## src/rtl/scan_pkg.sv

```systemverilog
// Shared encodings and the scan plan for the cube scan sequencer.
// Batch 0 is the reference slot, so its setup is empty.
package scan_pkg;

    localparam int MOVE_W    = 5;
    localparam int NUM_STEPS = 49;
    localparam int LAST_STEP = NUM_STEPS - 1;
    localparam int NUM_BATCH = 12;

    typedef enum logic [2:0] {
        FACE_U = 3'd0,
        FACE_L = 3'd1,
        FACE_F = 3'd2,
        FACE_R = 3'd3,
        FACE_B = 3'd4,
        FACE_D = 3'd5
    } face_e;

    typedef enum logic [1:0] {
        DIR_CW   = 2'd0,
        DIR_CCW  = 2'd1,
        DIR_HALF = 2'd2
    } dir_e;

    typedef logic [MOVE_W-1:0] move_t;

    localparam move_t END_MARK = 5'b11111;

    typedef enum logic [2:0] {
        IDLE      = 3'd0,
        FETCH     = 3'd1,
        ISSUE     = 3'd2,
        WAIT_DONE = 3'd3,
        SETTLE    = 3'd4,
        STABLE    = 3'd5
    } state_e;

    function automatic move_t mk(input face_e f, input dir_e d);
        return {f, d};
    endfunction

    function automatic move_t inv_move(input move_t m);
        move_t r;
        r = m;
        unique case (m[1:0])
            2'd0:    r[1:0] = 2'd1;
            2'd1:    r[1:0] = 2'd0;
            default: r[1:0] = m[1:0];
        endcase
        return r;
    endfunction

    // 0..5 corner batches, 6..11 edge batches
    function automatic logic [1:0] setup_len(input logic [3:0] b);
        logic [1:0] n;
        unique case (b)
            4'd0:          n = 2'd0;
            4'd9, 4'd11:   n = 2'd2;
            4'd1, 4'd2,
            4'd3, 4'd4,
            4'd5, 4'd6,
            4'd7, 4'd8,
            4'd10:         n = 2'd1;
            default:       n = 2'd0;
        endcase
        return n;
    endfunction

    function automatic move_t setup_move(input logic [3:0] b,
                                         input logic       i);
        move_t m;
        unique case (b)
            4'd1:    m = mk(FACE_R, DIR_CW);
            4'd2:    m = mk(FACE_R, DIR_HALF);
            4'd3:    m = mk(FACE_R, DIR_CCW);
            4'd4:    m = mk(FACE_F, DIR_CW);
            4'd5:    m = mk(FACE_F, DIR_CCW);
            4'd6:    m = mk(FACE_L, DIR_CW);
            4'd7:    m = mk(FACE_L, DIR_HALF);
            4'd8:    m = mk(FACE_B, DIR_CW);
            4'd9:    m = i ? mk(FACE_R, DIR_CW) : mk(FACE_F, DIR_CW);
            4'd10:   m = mk(FACE_D, DIR_HALF);
            4'd11:   m = i ? mk(FACE_B, DIR_HALF) : mk(FACE_L, DIR_CCW);
            default: m = END_MARK;
        endcase
        return m;
    endfunction

endpackage

```

## src/rtl/scan_move_rom.sv

```systemverilog
// Combinational move list lookup indexed by scan step and slot.
// Slot 0 is always U; then undo of the previous batch, then next setup.
module scan_move_rom
    import scan_pkg::*;
(
    input  logic [5:0] step_i,
    input  logic [3:0] slot_i,
    output move_t      move_o
);

    logic [3:0] batch;
    logic [3:0] prev;
    logic [1:0] ulen;
    logic [1:0] slen;
    logic [3:0] k;
    logic [3:0] j;
    logic       ui;

    always_comb begin
        batch  = step_i[5:2];
        prev   = batch - 4'd1;
        ulen   = setup_len(prev);
        slen   = (step_i == 6'(LAST_STEP)) ? 2'd0 : setup_len(batch);
        k      = slot_i - 4'd1;
        j      = k - {2'b00, ulen};
        // undo walks the previous setup backwards
        ui     = ulen[1] ? ~k[0] : 1'b0;
        move_o = END_MARK;
        if (step_i == 6'd0 || step_i > 6'(LAST_STEP)) begin
            move_o = END_MARK;
        end else if (slot_i == 4'd0) begin
            move_o = mk(FACE_U, DIR_CW);
        end else if (step_i[1:0] != 2'b00) begin
            move_o = END_MARK;
        end else if (k < {2'b00, ulen}) begin
            move_o = inv_move(setup_move(prev, ui));
        end else if (j < {2'b00, slen}) begin
            move_o = setup_move(batch, j[0]);
        end
    end

endmodule

```

## src/rtl/scan_move_sequencer.sv

```systemverilog
// Issues the per-step cube moves to the motor driver, then waits for
// the colour sensor to settle before flagging the cube stable.
module scan_move_sequencer
    import scan_pkg::*;
#(
    parameter logic [23:0] SETTLE_CYCLES = 24'd1000000
) (
    input  logic        clock,
    input  logic        reset,
    input  logic        send_setup_moves,
    input  logic [5:0]  counter,
    output logic [4:0]  move,
    output logic        move_valid,
    input  logic        move_ready,
    input  logic        motor_done,
    output logic        color_sensor_stable,
    output logic        busy,
    output logic        protocol_error
);

    state_e      state_q, state_d;
    logic [5:0]  step_q, step_d;
    logic [3:0]  slot_q, slot_d;
    move_t       move_q, move_d;
    logic        valid_q, valid_d;
    logic        stable_q, stable_d;
    logic        perr_q, perr_d;
    logic [23:0] cnt_q, cnt_d;
    move_t       rom_move;
    logic        busy_w;

    scan_move_rom u_rom (
        .step_i (step_q),
        .slot_i (slot_q),
        .move_o (rom_move)
    );

    assign busy_w = !(state_q == IDLE || state_q == STABLE);

    always_ff @(posedge clock or posedge reset) begin
        if (reset) begin
            state_q  <= IDLE;
            step_q   <= '0;
            slot_q   <= '0;
            move_q   <= '0;
            valid_q  <= 1'b0;
            stable_q <= 1'b0;
            perr_q   <= 1'b0;
            cnt_q    <= '0;
        end else begin
            state_q  <= state_d;
            step_q   <= step_d;
            slot_q   <= slot_d;
            move_q   <= move_d;
            valid_q  <= valid_d;
            stable_q <= stable_d;
            perr_q   <= perr_d;
            cnt_q    <= cnt_d;
        end
    end

    always_comb begin
        state_d  = state_q;
        step_d   = step_q;
        slot_d   = slot_q;
        move_d   = move_q;
        valid_d  = valid_q;
        stable_d = stable_q;
        perr_d   = perr_q;
        cnt_d    = cnt_q;
        unique case (state_q)
            IDLE, STABLE: begin
                if (send_setup_moves) begin
                    if (counter <= 6'(LAST_STEP)) begin
                        step_d   = counter;
                        slot_d   = '0;
                        stable_d = 1'b0;
                        state_d  = FETCH;
                    end else begin
                        perr_d = 1'b1;
                    end
                end
            end
            FETCH: begin
                if (rom_move == END_MARK) begin
                    cnt_d   = '0;
                    state_d = SETTLE;
                end else begin
                    move_d  = rom_move;
                    valid_d = 1'b1;
                    state_d = ISSUE;
                end
            end
            ISSUE: begin
                if (move_ready) begin
                    valid_d = 1'b0;
                    state_d = WAIT_DONE;
                end
            end
            WAIT_DONE: begin
                if (motor_done) begin
                    slot_d  = slot_q + 4'd1;
                    state_d = FETCH;
                end
            end
            SETTLE: begin
                if (cnt_q == SETTLE_CYCLES) begin
                    stable_d = 1'b1;
                    state_d  = STABLE;
                end else begin
                    cnt_d = cnt_q + 24'd1;
                end
            end
            default: state_d = IDLE;
        endcase
        // requests while moving are dropped but remembered as misuse
        if (busy_w && send_setup_moves) begin
            perr_d = 1'b1;
        end
    end

    assign move                = move_q;
    assign move_valid          = valid_q;
    assign color_sensor_stable = stable_q;
    assign busy                = busy_w;
    assign protocol_error      = perr_q;

endmodule

```

## config.mk

```make
export PLATFORM = sky130hd
export DESIGN_NAME = scan_move_sequencer
export DESIGN_NICKNAME = d
export VERILOG_FILES = /design/src/rtl/scan_pkg.sv /design/src/rtl/scan_move_rom.sv /design/src/rtl/scan_move_sequencer.sv
export SDC_FILE = /design/constraint.sdc
export NUM_CORES = 1
export LEC_CHECK = 0
export CAP_MARGIN = 20
export CORE_MARGIN = 2
export CORE_UTILIZATION = 40
export CTS_BUF_LIST = sky130_fd_sc_hd__clkbuf_4
export DETAILED_ROUTE_END_ITERATION = 8
export SYNTH_ARGS = -nofsm -noshare
export SYNTH_HDL_FRONTEND = slang
export SYNTH_SLANG_ARGS = --single-unit
```

## constraint.sdc

```tcl
create_clock -name clock -period 5.5 [get_ports clock]
set_input_delay 1.1 -clock clock [delete_from_list [all_inputs] [get_ports clock]]
set_output_delay 1.1 -clock clock [all_outputs]
set_load 0.01 [all_outputs]
```

* After elaboration in Yosys (flattened, before gate mapping)
Memories as Yosys holds them, arrays and structs flattened. Cells that the tools add are included.
Cells by class: add/subtract/negate cells 5, multipliers 0, div/mod/pow operators 0, $lt $le $gt $ge 4, equal/unequal tests 40, shift operators 0, muxes and demuxes 43, bitwise operators 2, reductions and logical operators 24
Operator list (count):
- case mux 5 bit (11 select lines) | 2
- 2-to-1 mux 5 bit | 11
- 2-to-1 mux 24 bit | 2
- case mux 24 bit (2 select lines) | 1
- equality test 4 x 3 -> 1 bit (second input constant) | 8
- equality test 4 bit (second input constant) | 8
- adder 24 x 1 -> 24 bit (second input constant) | 1
- equality test 24 x 20 -> 1 bit (second input constant) | 1
- 2-to-1 mux 3 bit | 8
- equality test 4 x 2 -> 1 bit (second input constant) | 4
- inequality test 2 bit (second input constant) | 8
- case mux 3 bit (5 select lines) | 1
- nonzero test 2 bit | 7
- 2-to-1 mux 4 bit | 3
- AND reduction 3 bit | 4
- 2-to-1 mux 1 bit | 10
- equality test 4 x 1 -> 1 bit (second input constant) | 2
- less-than comparator 4 x 2 -> 1 bit | 2
- case mux 4 bit (2 select lines) | 1
- AND reduction 4 bit | 2
- subtractor 4 x 1 -> 4 bit (second input constant) | 2
- equality test 3 x 2 -> 1 bit (second input constant) | 2
- equality test 3 bit (second input constant) | 2
- equality test 6 bit (second input constant) | 1
- 22 further kinds | 25
Word-level totals: bits in registers 45, bits in latches 0, bits in writable memories 0, bits in read-only memories 64, input port bits 11, output and inout bits 9, word-level logic and storage cells 128, memories kept 2
Memory list:
- (name not given) | words 16, bits a word 2, rd ports 1, clocked after memory_dff 0, write ports 0, RTL line scan_pkg.sv:56 | unique case (b)
- (name not given) | words 16, bits a word 2, rd ports 1, clocked after memory_dff 0, write ports 0, RTL line scan_pkg.sv:56

* Logic depth before layout (Yosys ltp)
Gate-level depths: netlist of run 1.
word-level depth 18, depth in mapped cells 20, gate-level depth less buffers 16

* Hierarchy
A second synthesis of run 1 with hierarchy kept.
Unflattened totals: cells, all modules 378, area, all modules 3161.8 µm²
By module, submodules not included:
- scan_move_sequencer | instances 1, cells an instance 250, area an instance 2366.0 µm², seq. area each 1126.1 µm²
- scan_move_rom | instances 1, cells an instance 128, area an instance 795.8 µm², seq. area each 0.0 µm²

* Worst setup path after synthesis of run 1
OpenSTA, ideal clock, no wires.
kind reg2reg, start register step_q[4], end register cnt_q[3], setup time 0.129 ns, data arrival time 4.061 ns, required time 5.371 ns, setup slack 1.310 ns, stages on the path, launching flop included 20, path buffers 4, period minus slack after synthesis 4.190 ns, path through dfrtp_1 > clkbuf_1 > clkbuf_1 > inv_1 > ha_1 > clkbuf_1 > nand2_1 > o21ai_0 > a31oi_1 > ha_1 > inv_1 > fa_1 > ha_1 > o311a_1 > a211oi_2 > a221oi_1 > nand3_2 > nor2_1 > buf_2 > o21ai_1
Between the ends: cells in the longest elaborated chain, start to end 18, elaborated cells on any way between the ends 55, classes of those cells 2 x add/sub; 3 x order compare; 26 x eq/ne; 18 x mux; 4 x reduce/logical; 2 x memory
Ends and longest elaborated chain:
- start: declaration | RTL line scan_move_sequencer.sv:22 | logic [5:0] step_q, step_d;
- start signal: assignment | RTL line scan_move_sequencer.sv:52 | step_q <= step_d;
- subtractor 4 x 1 -> 4 bit | RTL line scan_move_rom.sv:21 | prev = batch - 4'd1;
- memory (16 x 2 bit)
- 2-to-1 mux 1 bit | RTL line scan_move_rom.sv:27 | ui = ulen[1] ? ~k[0] : 1'b0;
- 2-to-1 mux 5 bit | RTL line scan_pkg.sv:83 | 4'd11: m = i ? mk(FACE_B, DIR_HALF) : mk(FACE_L, DIR_CCW);
- case mux 5 bit (11 select lines) | RTL line scan_pkg.sv:72 | unique case (b)
- 2-to-1 mux 5 bit | RTL line scan_move_rom.sv:35 | end else if (k < {2'b00, ulen}) begin
- 2-to-1 mux 5 bit | RTL line scan_move_rom.sv:33 | end else if (step_i[1:0] != 2'b00) begin
- 2-to-1 mux 5 bit | RTL line scan_move_rom.sv:31 | end else if (slot_i == 4'd0) begin
- (+2 left out)
- case mux 2 bit (2 select lines) | RTL line scan_pkg.sv:45 | unique case (m[1:0])
- 2-to-1 mux 5 bit | RTL line scan_move_rom.sv:35
- 2-to-1 mux 5 bit | RTL line scan_move_rom.sv:33
- 2-to-1 mux 5 bit | RTL line scan_move_rom.sv:31
- 2-to-1 mux 5 bit (*) | RTL line scan_move_rom.sv:29 | if (step_i == 6'd0 || step_i > 6'(LAST_STEP)) begin
- equality test 5 bit (*) | RTL line scan_move_sequencer.sv:85 | if (rom_move == END_MARK) begin
- inequality test 2 bit (no source line) (*)
- AND reduction 3 bit (no source line) (*)
- end signal: assignment | RTL line scan_move_sequencer.sv:58 | cnt_q <= cnt_d;
- end: declaration | RTL line scan_move_sequencer.sv:28 | logic [23:0] cnt_q, cnt_d;
Mark *: on every way between the ends. The rest lies on a longest branch, timed or not. The select of a mux whose other input is x is not followed. A chain may end at the register's enable or synchronous reset.

* Worst setup path after layout of run 1
start register step_q[4], end register cnt_q[23]
The elaborated chain is that of the path after synthesis.

==> reports/results.tsv, run 1 <==
stage	metric	value	unit
clock_tree	CTS Hold Buffers Added	0	
place	placed inst area	3730	µm²
critical_path	worst path arrival time	4.78	ns
critical_path	startpoint types	flop	
pwr	P_leak	1.49	nW
timing	Setup Skew	0.0161	ns
final_layout	Fillers	881	
pwr	sequential power share	28.3	%
timing	final hold slack	0.491	ns
clock_tree	Clock transition at path regs	0.16	ns
timing	Hold Vio Cnt, Final	0	
final_layout	antenna cells	0	
global_routing	M1 GR Usage	26.4	%
floorplanning	core footprint	8640	µm²
final_layout	Reg area	1130	µm²
final_layout	most frequent cells in the layout	nand2_1 (59), dfrtp_1 (45), nor2_1 (35), a21oi_1 (25), o21ai_0 (21)	
global_routing	Top Usage Layer GRT	met2	
timing	Worst slew margin	48.0	%
yosys	dominant synthesized flop cell	dfrtp_1	
pwr	Clk pwr share	9.1	%
global_routing	initial antenna violation count	0	
global_routing	overflow left after global routing	0	
yosys	asr flop ratio synth	100	%
yosys	Synth Cell Area	3520	µm²
timing	Tmin final	4.54	ns
final_layout	non-filler cells, final	549	
final_layout	most common cell after layout, fill and taps aside	nand2_1	
pwr	Sw Share	51.3	%
pwr	Pwr Density	496	nW/µm²
critical_path	critical path class	flop to flop	
critical_path	required time worst endpoint	5.74	ns
pwr	Cell Int Power	0.917	mW
yosys	#FFs+latches synth	45	
final_layout	Final Cell Area	3800	µm²
routing	routed len/inst	16.7	µm
yosys	Syn Nets	464	
global_routing	Global Route met3 Usage	3.15	%
floorplanning	die height	97.8	µm
final_layout	area added between synthesis and finish	8.11	%
global_routing	met2 usage	32.9	%
clock_tree	Post-CTS Setup Inserts	0	
clock_tree	Clock Tree Buf Depth	2	
clock_tree	CTS tree	yes	
critical_path	CP peak stage delay	0.76	ns
critical_path	CP max-delay cell	dfrtp_1	
final_layout	share of layout cells above drive strength 1	7.03	%
global_routing	Tot GR Track Use	19.7	%
routing	Routed Wire Length	9150	µm
clock_tree	clk sinks	45	
place	post-place setup slack	0.996	ns
floorplanning	die area	9560	µm²
timing	Final Cycle Share	82.6	%
clock_tree	CTS buffer count	5	
place	GP Congestion	0.903	
yosys	post-synthesis sequential area ratio	32.0	%
yosys	Netlist cell types	68	
timing	Final Setup Violations	0	
yosys	Mapped Cells	441	
clock_tree	H-tree depth	2	
status	status	finished clean	
final_layout	final core utilization	44.0	%
place	Post-Place Cells	541	
routing	starting DRC count in detailed routing	132	
routing	drt pass-1 iters	4	
yosys	Yosys warning total	0	
place	hpwl dp	6490	µm
global_routing	via count of the first global-routing pass	3077	
final_layout	footprint of the multi-input gates	2180	µm²
worst_hold_path	path type of the worst min-delay path	flop to flop	
timing	Worst Tran Pin Value	0.779	ns
pwr	Sw Pwr	0.968	mW
floorplanning	Cell Rows	34	
floorplanning	Die Width	97.8	µm
timing	Final Max Slew Viols	0	
final_layout	nets	464	
critical_path	worst-path maximum fanout	20	
pwr	Logic pwr share	62.6	%
clock_tree	CTS resizes	0	
critical_path	endpoint class of the critical path	flop	
critical_path	most used cell, CP	ha_1	
timing	Setup TNS Final	0	ns
timing	highest clock rate	220	MHz
floorplanning	Top-Level Pins	20	
clock_tree	Worst-Skew Late Latency	0.38	ns
pwr	Peak VDD IR	0.168	mV
place	number of port buffers	19	
routing	Post-DRT Antenna Nets	0	
global_routing	first-pass GRT wire length	15400	µm
routing	DR vias/cell	5.95	
timing	RSZ-0062 raised after global routing	no	
timing	Setup WS post-layout	0.960	ns
critical_path	crit path cell chain	inv_1 > ha_1 > nand2_1 > o21ai_0 > a31oi_1 > ha_1 > inv_1 > fa_1 > ha_1 > o311a_1 > a211oi_2 > a221oi_1 > nand3_2 > o21ai_2 > a41oi_1	
yosys	syn avg cell area	7.98	µm²
clock_tree	Clock Tree Root	clkbuf_4	
routing	drc violations	0	
pwr	Tot Pwr	1.88	mW
yosys	Post-synth EDFFs	0	
routing	vias	3265	
global_routing	largest net degree at the start of global routing	46	
floorplanning	starting density of the core	40.7	%
job	number of max-cap violations	0	
==> routing by layer <==
metal / share of wire, % / wire length [µm]
met1: 46 / 4220
met3: 3.5 / 319
met4: 2.0 / 186
met5: 0 / 0
met2: 48 / 4430
==> path summary, 6_finish.rpt <==
| check | from | slack, ns | cells past startpoint | to |
|---|---|---|---|---|
| setup / recovery | step_q[4]$_DFFE_PP0P_ | 0.96 | 15 | cnt_q[23]$_DFFE_PP0P_ |
| hold / removal | protocol_error$_DFFE_PP0P_ | 0.49 | 1 | protocol_error$_DFFE_PP0P_ |
| setup reg to reg | step_q[4]$_DFFE_PP0P_ | 0.96 | 15 | cnt_q[23]$_DFFE_PP0P_ |
| hold reg to reg | protocol_error$_DFFE_PP0P_ | 0.49 | 1 | protocol_error$_DFFE_PP0P_ |
| max in group asynchronous | reset | 4.06 | 3 | move[4]$_DFFE_PP0N_ |
| min in group asynchronous | reset | 0.95 | 2 | step_q[4]$_DFFE_PP0P_ |
==> worst max-delay path, delay by kind of cell, from the launching register on <==
kind | cells | cell delay [ns]
buffers and inverters | 2 | 0.31
adder cells (fa/ha/maj) | 4 | 1.45
flip-flops | 1 | 0.76
AND/OR/NAND/NOR | 2 | 0.30
AO/OA/AOI/OAI | 7 | 1.58
==> cell usage after synthesis, types with 4 or more instances <==
library cell / number / area [µm²]
inv_1: 20 / 75.1
ha_1: 11 / 138
a221oi_1: 8 / 70.1
nor3_1: 8 / 40.0
nand2b_1: 6 / 37.5
a22oi_1: 7 / 52.6
nor2b_1: 10 / 62.6
nand4_1: 13 / 81.3
xnor2_1: 5 / 43.8
and2_1: 7 / 43.8
mux2_2: 6 / 67.6
nand3_1: 11 / 55.1
dfrtp_1: 45 / 1130
a211oi_1: 6 / 45.0
o31ai_1: 4 / 30.0
and3_1: 5 / 31.3
o21ai_0: 21 / 105
nor2_1: 35 / 131
a21oi_1: 25 / 125
o21ai_1: 12 / 60.1
o211ai_1: 4 / 30.0
a31oi_1: 5 / 31.3
clkbuf_1: 24 / 90.1
nand2_1: 59 / 221
nor4_1: 4 / 25.0
or3_1: 8 / 50.1
nor3b_1: 4 / 30.0
==> sequential cells by signal (all words and copies together), names as in the netlist <==
register,flops
slot_q,4
color_sensor_stable,1
protocol_error,1
move,5
move_valid,1
cnt_q,24
state_q,3
step_q,6
==> kinds of logic after synthesis <==
family / count (synthesis) / synth area share [%]
flip-flops: 45 / 32.0
AND/OR/NAND/NOR: 190 / 28.3
AO/OA/AOI/OAI: 129 / 25.1
buffers and inverters: 50 / 5.87
multiplexers: 8 / 2.49
XOR/XNOR: 7 / 1.74
adder cells (fa/ha/maj): 12 / 4.48
==> layout make-up <==
class                   count  area share [%]
clock inverters             1          0.0987
flip-flops and latches     45            29.6
multi-input cells         346            57.5
well taps                 108            3.55
repair buffers             23            6.12
clock buffers               6            1.18
inverters                  20            1.97
==> power groups by stage <==
stage          Clock [mW]  Sequential, mW  Combinational (mW)
6_report            0.172           0.533                1.18
5_1_grt             0.186           0.552                1.32
4_1_cts             0.174           0.531                1.19
3_5_place_dp            0           0.538                1.18
3_3_place_gp            0           0.537                1.18
2_1_floorplan           0           0.464                1.05
Power figures use the tool's default switching activity.
==> run 2, diff against run 1 <==
clock period = 3.9 ns   (was 5.5 ns; I/O delays follow)
==> run 2 against run 1 <==
  * Clock-buffer cell count unchanged
  * Largest power group unchanged
  * Final cell count increased by 2.7%
  * Via count increased by 1.6%
  * Sequential cell count unchanged
  * Combinational power increased by 58%
  * Design area increased by 3.7%
  * Largest cell class unchanged
  * Sequential power increased by 24%
  * Non-clock buffer count increased by 14
  * Hold slack got worse by 0.0088 ns
==> reports/results.tsv, run 2 (synthesized netlist as in run 1, its figures left out) <==
stage	metric	value	unit	change
clock_tree	CTS buffer count	5		unchanged
critical_path	startpoint types	flop		
timing	Setup WS post-layout	0.288	ns	-0.671 ns
timing	Setup TNS Final	0	ns	unchanged
pwr	Tot Pwr	2.84	mW	+51%
critical_path	worst-path maximum fanout	21		+5.0%
critical_path	worst path arrival time	3.88	ns	-0.90 ns
clock_tree	Worst-Skew Late Latency	0.37	ns	about the same
floorplanning	core footprint	8640	µm²	unchanged
timing	Final Max Slew Viols	0		unchanged
global_routing	largest net degree at the start of global routing	46		unchanged
global_routing	overflow left after global routing	0		unchanged
final_layout	most common cell after layout, fill and taps aside	nand2_1		
pwr	Pwr Density	719	nW/µm²	+45%
timing	Final Cycle Share	92.6	%	+10 points
place	post-place setup slack	0.280	ns	-0.715 ns
clock_tree	H-tree depth	2		unchanged
clock_tree	clk sinks	45		unchanged
floorplanning	die height	97.8	µm	unchanged
timing	Tmin final	3.61	ns	-0.929 ns
critical_path	critical path class	flop to flop		
floorplanning	Die Width	97.8	µm	unchanged
routing	vias	3317		+1.6%
place	hpwl dp	6500	µm	+0.14%
routing	WL met2	4440	µm	+0.38%
final_layout	Final Cell Area	3940	µm²	+3.7%
routing	drc violations	0		unchanged
timing	Final Setup Violations	0		unchanged
clock_tree	Clock transition at path regs	0.14	ns	-0.02 ns
clock_tree	Post-CTS Setup Inserts	0		unchanged
final_layout	non-filler cells, final	564		+2.7%
job	number of max-cap violations	0		unchanged
final_layout	final core utilization	45.7	%	+1.6 points
routing	Post-DRT Antenna Nets	0		unchanged
clock_tree	Clock Tree Root	clkbuf_4		
routing	met3 routed WL	252	µm	-21%
timing	final hold slack	0.483	ns	-0.00877 ns
final_layout	most frequent cells in the layout	nand2_1 (59), dfrtp_1 (45), nor2_1 (35), a21oi_1 (25), o21ai_0 (21)		
floorplanning	Top-Level Pins	20		unchanged
critical_path	required time worst endpoint	4.17	ns	-1.57 ns
place	GP Congestion	0.865		-4.2%
timing	Worst Tran Pin Value	0.705	ns	-0.0742 ns
routing	Routed Wire Length	9040	µm	-1.2%
clock_tree	Clock Tree Buf Depth	2		unchanged
timing	Setup Skew	0.0170	ns	+0.000936 ns
timing	Worst slew margin	52.4	%	+4.3 points
clock_tree	CTS tree	yes		
timing	highest clock rate	277	MHz	+26%
final_layout	area added between synthesis and finish	12.1	%	
place	placed inst area	3840	µm²	+2.8%
status	status	finished clean		
routing	drt pass-1 iters	4		unchanged
timing	RSZ-0062 raised after global routing	no		
pwr	P_leak	1.57	nW	+5.8%
routing	routed len/inst	16.0	µm	-3.9%
routing	DR vias/cell	5.88		-1.1%
worst_hold_path	path type of the worst min-delay path	flop to flop		
final_layout	share of layout cells above drive strength 1	10.3	%	+3.3 points
global_routing	Tot GR Track Use	19.3	%	-0.32 points
final_layout	antenna cells	0		unchanged
routing	starting DRC count in detailed routing	119		-9.8%
place	Post-Place Cells	555		+2.6%
floorplanning	die area	9560	µm²	unchanged
global_routing	first-pass GRT wire length	15200	µm	-1.5%
final_layout	nets	478		+3.0%
routing	top routing layer in use	met4		
global_routing	via count of the first global-routing pass	3173		+3.1%
critical_path	endpoint class of the critical path	flop		
timing	Hold Vio Cnt, Final	0		unchanged
final_layout	max reg flops	24		unchanged
routing	M1 wire length	4160	µm	-1.6%
place	number of port buffers	19		unchanged
floorplanning	starting density of the core	40.7	%	unchanged
global_routing	initial antenna violation count	0		unchanged
floorplanning	Cell Rows	34		unchanged
final_layout	Largest Register	cnt_q		
pwr	Peak VDD IR	0.229	mV	+36%
## run 2: changes by cell type in the layout (fill, tap and decap cells not counted), sizes merged
| cell | previous run | this run |
|---|---|---|
| buf | 4 | 18 |
| bufinv | 0 | 1 |
## run 2: final timing paths
| path | end | slack [ns] | startpoint | depth (start not counted) |
|---|---|---|---|---|
| worst max-delay path | cnt_q[1]$_DFFE_PP0P_ | 0.29 | step_q[3]$_DFFE_PP0P_ | 17 |
| worst min-delay path | protocol_error$_DFFE_PP0P_ | 0.48 | protocol_error$_DFFE_PP0P_ | 1 |
| worst max register to register | cnt_q[1]$_DFFE_PP0P_ | 0.29 | step_q[3]$_DFFE_PP0P_ | 17 |
| worst min register to register | protocol_error$_DFFE_PP0P_ | 0.48 | protocol_error$_DFFE_PP0P_ | 1 |
| max in group asynchronous | cnt_q[21]$_DFFE_PP0P_ | 2.74 | reset | 3 |
| min in group asynchronous | cnt_q[7]$_DFFE_PP0P_ | 0.65 | reset | 2 |
## run 2: routing by layer
metal  vias to the layer above  global-route usage [%]
met5                         -                       0
met4                         0                    6.84
met3                        13                    3.15
met2                        49                    32.8
met1                      1600                    25.1
li1                       1655                       -
## run 2: cell type report
cell class              instances  area, µm²
repair buffers                 37        338
multi-input cells             346       2190
well taps                     108        135
inverters                      20       75.1
clock inverters                 2       33.8
clock buffers                   6       45.0
flip-flops and latches         45       1130
fillers                       874       4690
## run 2: power breakdown
part | total, mW | leakage, nW | internal, mW | switching [mW]
clock network | 0.302 | 0.0433 | 0.141 | 0.162
registers | 0.662 | 0.585 | 0.563 | 0.0988
logic | 1.87 | 0.946 | 0.746 | 1.13
total | 2.84 | 1.57 | 1.45 | 1.39
## run 2: worst max-delay path, cell delays in order (launching register included)
cell and delay (ns):
dfrtp_1 0.41, nor2_1 0.16, ha_1 0.26, nand2_1 0.10
o21ai_0 0.12, a31oi_1 0.19, ha_1 0.19, inv_1 0.06
fa_1 0.44, ha_1 0.23, nor2b_1 0.11, mux2i_1 0.08
a211oi_2 0.35, nand3_1 0.19, nand3_2 0.14, nor2_1 0.05
buf_4 0.22, o31ai_4 0.23
## run 2: what timing repair did
action / CTS / global route
hold endpoints to repair: 0 / 0
gates resized for setup: 0 / 1
hold buffers: 0 / 0
setup endpoints to repair: 0 / 23
